==> src/rtl/stepper_phase_driver.sv <==
// Stepper coil phase driver: consumes sign flags from a step-count register, steps
// the coils at a programmable rate and returns one decrement/increment pulse per step.
module stepper_phase_driver #(
    parameter int PERIOD_W = 20
) (
    input  logic                clk,
    input  logic                reset,
    input  logic                enable,
    input  logic                half_step,
    input  logic [PERIOD_W-1:0] step_period,
    input  logic                negative,
    input  logic                positive,
    input  logic                zero,
    output logic                decrement_n,
    output logic                increment_n,
    output logic [3:0]          phase,
    output logic                busy,
    output logic                done,
    output logic                fault
);

    typedef enum logic {
        IDLE = 1'b0,
        WAIT = 1'b1
    } state_t;

    state_t              state_reg, state_next;
    logic [2:0]          idx_reg, idx_next, idx_stepped;
    logic [PERIOD_W-1:0] timer_reg, timer_next;
    logic [PERIOD_W-1:0] period_reg, period_next, period_eff;
    logic [3:0]          phase_reg, phase_next;
    logic                dec_reg, dec_next;
    logic                inc_reg, inc_next;
    logic                busy_reg, busy_next;
    logic                done_reg, done_next;
    logic                fault_reg, fault_next;
    logic                request, conflict, evaluate, take_step;

    function automatic logic [3:0] phase_of(input logic [2:0] i);
        logic [3:0] p;
        case (i)
            3'd0:    p = 4'b1000;
            3'd1:    p = 4'b1100;
            3'd2:    p = 4'b0100;
            3'd3:    p = 4'b0110;
            3'd4:    p = 4'b0010;
            3'd5:    p = 4'b0011;
            3'd6:    p = 4'b0001;
            default: p = 4'b1001;
        endcase
        return p;
    endfunction

    always_ff @(posedge clk) begin
        if (reset) begin
            state_reg  <= IDLE;
            idx_reg    <= 3'd0;
            timer_reg  <= '0;
            period_reg <= PERIOD_W'(2);
            phase_reg  <= 4'b0000;
            dec_reg    <= 1'b1;
            inc_reg    <= 1'b1;
            busy_reg   <= 1'b0;
            done_reg   <= 1'b0;
            fault_reg  <= 1'b0;
        end else begin
            state_reg  <= state_next;
            idx_reg    <= idx_next;
            timer_reg  <= timer_next;
            period_reg <= period_next;
            phase_reg  <= phase_next;
            dec_reg    <= dec_next;
            inc_reg    <= inc_next;
            busy_reg   <= busy_next;
            done_reg   <= done_next;
            fault_reg  <= fault_next;
        end
    end

    // Flags are only looked at in IDLE or on the last clock of an interval, which
    // gives the step register time to absorb the previous pulse.
    always_comb begin
        period_eff = (step_period < PERIOD_W'(2)) ? PERIOD_W'(2) : step_period;
        request    = enable & ~zero & (positive ^ negative);
        conflict   = enable & ~zero & positive & negative;
        evaluate   = (state_reg == IDLE) || (timer_reg == period_reg - PERIOD_W'(1));
        take_step  = evaluate & request;

        if (half_step)
            idx_stepped = positive ? idx_reg + 3'd1 : idx_reg - 3'd1;
        else
            idx_stepped = (positive ? idx_reg + 3'd2 : idx_reg - 3'd2) | 3'd1;

        state_next  = state_reg;
        idx_next    = idx_reg;
        timer_next  = timer_reg;
        period_next = period_reg;
        if (!enable) begin
            state_next = IDLE;
            timer_next = '0;
        end else if (take_step) begin
            state_next  = WAIT;
            idx_next    = idx_stepped;
            timer_next  = '0;
            period_next = period_eff;
        end else if (state_reg == WAIT) begin
            if (evaluate) begin
                state_next = IDLE;
                timer_next = '0;
            end else begin
                timer_next = timer_reg + PERIOD_W'(1);
            end
        end
    end

    always_comb begin
        phase_next = enable ? phase_of(idx_next) : 4'b0000;
        dec_next   = ~(take_step & positive);
        inc_next   = ~(take_step & negative);
        done_next  = enable & (state_reg == WAIT) & evaluate & ~take_step & zero;
        busy_next  = (state_next == WAIT);
        fault_next = fault_reg | (evaluate & conflict);
    end

    assign phase       = phase_reg;
    assign decrement_n = dec_reg;
    assign increment_n = inc_reg;
    assign busy        = busy_reg;
    assign done        = done_reg;
    assign fault       = fault_reg;

endmodule
==> config.mk <==
export PLATFORM = sky130hd
export DESIGN_NAME = stepper_phase_driver
export DESIGN_NICKNAME = d
export VERILOG_FILES = /design/src/rtl/stepper_phase_driver.sv
export SDC_FILE = /design/constraint.sdc
export NUM_CORES = 1
export LEC_CHECK = 0
export ABC_AREA = 1
export CELL_PAD_IN_SITES_DETAIL_PLACEMENT = 0
export CELL_PAD_IN_SITES_GLOBAL_PLACEMENT = 1
export CORE_MARGIN = 2
export CORE_UTILIZATION = 40
export CTS_CLUSTER_SIZE = 16
export DETAILED_ROUTE_END_ITERATION = 12
export PLACE_DENSITY = 0.78
export SYNTH_ARGS = -nofsm -noshare
export SYNTH_HDL_FRONTEND = slang
export SYNTH_SLANG_ARGS = --single-unit
==> constraint.sdc <==
create_clock -name clk -period 2.8 [get_ports clk]
set_input_delay 0.84 -clock clk [delete_from_list [all_inputs] [get_ports clk]]
set_output_delay 0.84 -clock clk [all_outputs]
set_load 0.05 [all_outputs]
# Word level (Yosys, flattened, before mapping)
# Index checks and enable logic that the tools add are counted.
# op_classes
n_eq_ne,7
magnitude_cmp,1
mux,11
addsub,6
bitwise_logic,20
n_reduce_logical,5
# op_table
op,count
$mux 20,2
$pmux 4 s7,1
$add 20x1->20 const B,1
$eq 20x20->1,1
$lt 20x2->1 const B,1
$sub 20x1->20 const B,1
$mux 3,5
$and 1x1->1,12
$eq 3x3->1 const B,3
$eq 3x2->1 const B,2
$not 1->1,6
$add 3x1->3 const B,1
$add 3x2->3 const B,1
$eq 3x1->1 const B,1
$logic_not 3->1,1
$mux 1,3
$reduce_or 3->1,1
$sub 3x1->3 const B,1
$sub 3x2->3 const B,1
$reduce_and 2->1,1
$reduce_or 2->1,1
$logic_or 1x1->1,1
$or 1x1->1,1
$xor 1x1->1,1
# word_totals
out_inout_bits,9
in_bits,27
register_bits,52

# Logic depth before layout (Yosys ltp)
# Gate-level depths: netlist of run 1.
# depth
depth_word,8
depth_mapped,20
ltp_nobuf,20

# Worst setup path after synthesis of run 1
# OpenSTA, ideal clock, no wires.
# synth_path
path_type,register -> register
from,reg period_reg[0]
to,reg timer_reg[14]
stages_incl_launch_ff,19
path_buffers,1
setup_ps,128
t_arrival_ps,2174
setup_slack_ps,498
required_time_ps,2672
synth_period_minus_slack_ps,2302
cell_sequence,dfxtp_1 > inv_1 > ha_1 > nand2_2 > nor2_4 > nand2_2 > nor2_1 > nand2_1 > nand2_1 > nand2_1 > nor2_2 > nand3_4 > nand2_4 > nand2_4 > inv_6 > nor2_4 > o21ai_4 > buf_8 > nor3_2
# synth_via
elab_chain_len,5
# synth_rtl
element,line,text
start: declaration,30,"logic [PERIOD_W-1:0] period_reg, period_next, period_eff;"
start signal: assignment,70,period_reg <= period_next;
$sub 20x1->20 (*),86,evaluate = (state_reg == IDLE) || (timer_reg == period_reg - PERIOD_W'(1));
$eq 20x20->1 (*),86,
$logic_or 1x1->1 (*),86,
$and 1x1->1,87,take_step = evaluate & request;
$reduce_or 3->1 (no line),n/a,
end signal: assignment,69,timer_reg <= timer_next;
end: declaration,29,"logic [PERIOD_W-1:0] timer_reg, timer_next;"
# Every way passes the cells marked *; elsewhere a longest branch is shown, timed or not.
# A chain may end at the register's enable or synchronous reset.

# Worst setup path after layout of run 1
# layout_path
from,reg period_reg[0]
to,reg period_reg[1]
# layout_via
elab_chain_len,5
# layout_rtl
element,line
$sub 20x1->20,86
$eq 20x20->1,86
$logic_or 1x1->1,86
$and 1x1->1,87
$reduce_and 2->1 (no line),n/a
# Every way passes these cells.

==> results of run 1 <==
==> worst paths after layout <==
check | to | slack, ps | depth (start not counted)
max | period_reg[1] | 350 | 17
min | fault | 490 | 2
max reg2reg | period_reg[1] | 350 | 17
min reg2reg | fault | 490 | 2
==> worst register-to-register path, cell delays in order (launching register included) <==
cell      delay (ps)
dfxtp_1          360
inv_1             90
ha_1             180
nand2_2          100
nor2_4           220
nand4_1          150
clkinv_1          70
nand2_1           40
nand2_1           70
nand2_1           60
nor2_2           150
nand3_4          140
nand2_4          100
nand2_4          120
inv_6            100
buf_4            220
o21ai_0          130
o211ai_1          90
==> where the power goes <==
group,internal [µW],switching (µW),total [µW]
clock,208,273,481
sequential,764,27.3,791
combinational,137,193,330
total,1110,494,1600
==> cell type report <==
| class | instances | area (µm²) | share of cell area, % |
|---|---|---|---|
| clock inverters | 2 | 17.5 | 0.466 |
| inverters | 59 | 226 | 6.03 |
| flip-flops and latches | 52 | 1040 | 27.7 |
| clock buffers | 6 | 82.6 | 2.20 |
| multi-input cells | 345 | 1820 | 48.4 |
| repair buffers | 46 | 445 | 11.9 |
| well taps | 102 | 128 | 3.40 |
==> metal layers <==
| layer | routed length (µm) | vias up | global-route usage (%) |
|---|---|---|---|
| met5 | 0 | - | 0 |
| met4 | 36 | 0 | 4.04 |
| met3 | 273 | 2 | 3.79 |
| met2 | 3300 | 52 | 29.7 |
| met1 | 3900 | 1310 | 27.0 |
| li1 | - | 1587 | - |
==> through the flow <==
step	std cells	util, %	area (µm²)	hold WS, ps
floorplan	469	-	3170	469
global placement	604	47.5	3650	474
detailed placement	604	47.5	3650	462
CTS	612	48.8	3750	492
global route	612	48.9	3760	542
finish	612	48.9	3760	491
==> what timing repair did <==
action,CTS,global route
gates resized for setup,0,1
buffers inserted,0,0
setup endpoints to repair,0,1
==> kinds of logic (layout without fill, tap and decap cells) <==
logic type | after synthesis | count (layout) | share of synthesized area, %
buffers and inverters | 72 | 113 | 10.1
adders and majority gates | 3 | 3 | 1.42
and+or+nand+nor | 270 | 270 | 40.5
xor gates and xnor gates | 21 | 21 | 6.23
AOI/OAI and AO/OA | 50 | 50 | 8.64
DFF | 52 | 52 | 32.8
muxes | 1 | 1 | 0.355
==> cell usage in the layout (no fill, tap or decap), types with 6 or more instances in the layout <==
cell	instances
a21oi_1	20
buf_4	10
clkbuf_8	6
clkdlybuf4s50_1	35
dfxtp_1	52
inv_1	56
nand2_1	97
nand3_1	28
nand4_1	11
nor2_1	74
nor2_2	7
nor3_1	18
nor3_2	10
nor4_1	8
o21ai_0	24
xnor2_1	6
xor2_1	14
==> flow_summary.ini, run 1 <==
[run_status]
status = completed

[place]
globalplace.congestion = 0.827
dp_hpwl_mm = 5.98
dp_slack_ps = 58.2
port_buffers = 35

[critical_path]
slowest_delay_ps = 360
path_max_fanout = 19
critPathRequiredTime_ps = 3040
cp-end-kind = flop
crit_start = period_reg[0]
cp_data_arrival_time_ps = 2690
crit_slowest_cell = dfxtp_1
r2r-start = period_reg[0]
critical_path.top_delay_family = simple AND/OR/NAND/NOR gates
startpoint_type = flop
path_cells = inv_1 > ha_1 > nand2_2 > nor2_4 > nand4_1 > clkinv_1 > nand2_1 > nand2_1 > nand2_1 > nor2_2 > nand3_4 > nand2_4 > nand2_4 > inv_6 > buf_4 > o21ai_0 > o211ai_1
worst-path-buf-inv = 4
crit_type = flop to flop
cp_common_cell = nand2_1

[clock_network]
cts_hold_buf = 0
cts_root_buf = clkbuf_8
clockBufferDepth = 2
clock-sinks = 52
cts.clk_slew.worst_paths_ps = 100
worstSkewPairLatency_ps = 310
tritoncts = done
htreeDepth = 2
numCtsBuffers = 5

[finish]
final_nets = 539
fill_cells = 830
num_antenna_cells = 0
area_delta_synth_final_pct = 18.4
final_layout_size_suffix_gt1_share_pct = 10.4

[logic_synthesis]
synth_area_leader_cell = dfxtp_1
synth_fp_nets = 499
synthFlopType = dfxtp_1
synth-edff-count = 0
synth.area.top_cells = dfxtp_1, nand2_1, nor2_1, inv_1, nand3_1
syn_inst = 469
syn_area_mm2 = 0.00317
synth_top_area_share_pct = 32.8
syn_avg_cell_area_um2 = 6.77
synth_most_common_cell = nand2_1
netlist_top_cells_count = nand2_1, nor2_1, inv_1
yosys_warnings = 0
synth.distinct_cells = 37
async_flop_share_pct = 0
yosysSeqAreaShare_pct = 32.8
synth-seq-cells = 52

[hold_path]
hold_path.class = flop to flop
worstHoldStart = fault

[die]
ioPinCount = 36
die_area_mm2 = 0.00866
die_h_um = 93.1
die_x_um = 93.1
start_util_pct = 41.3
rows = 32
core_region_area_mm2 = 0.00769

[routing]
wl_mm = 7.51
wire_per_inst_um = 12.3
via_per_inst = 4.82
final_antenna_net_count = 0
dr.pass1.iters = 4
first_iter_violations = 128
vias = 2951
drc = 0

[global_routing]
antenna_found_initial = 0
grtUsageTotal_pct = 19.0
grt_pass1_vias = 2832
grt_max_degree = 21
grt_overflow = 0
grt_pass1_wl_mm = 13.2

[timing]
setup_ws_ps = 354
period_needed_ps = 2450
finalSetupTns_ps = 0
finalHoldViolCount = 0
report.final.slew_viol_count = 0
worst_slew_pin_slew_ps = 622
period_share_pct = 87.4
max_slew_margin_pct = 58.4
fmax_ghz = 0.409
finClkSkew_ps = 7.32
rsz0062_at_grt = false
setup_viol = 0

[power_and_ir_drop]
pwr_density_cell_mw_per_mm2 = 426
total_power_uw = 1600
leakage_uw = 0.00150
irDropWorstVdd_uv = 198

[run]
max_cap_viol_count = 0
No activity file was read; power rests on OpenSTA's default activity.
==> inputs of run 2 (changes only) <==
- TNS_END_PERCENT: default -> 20
==> results of run 2 <==
Same layout as run 1: the final DEF is identical, and so are final timing and power.
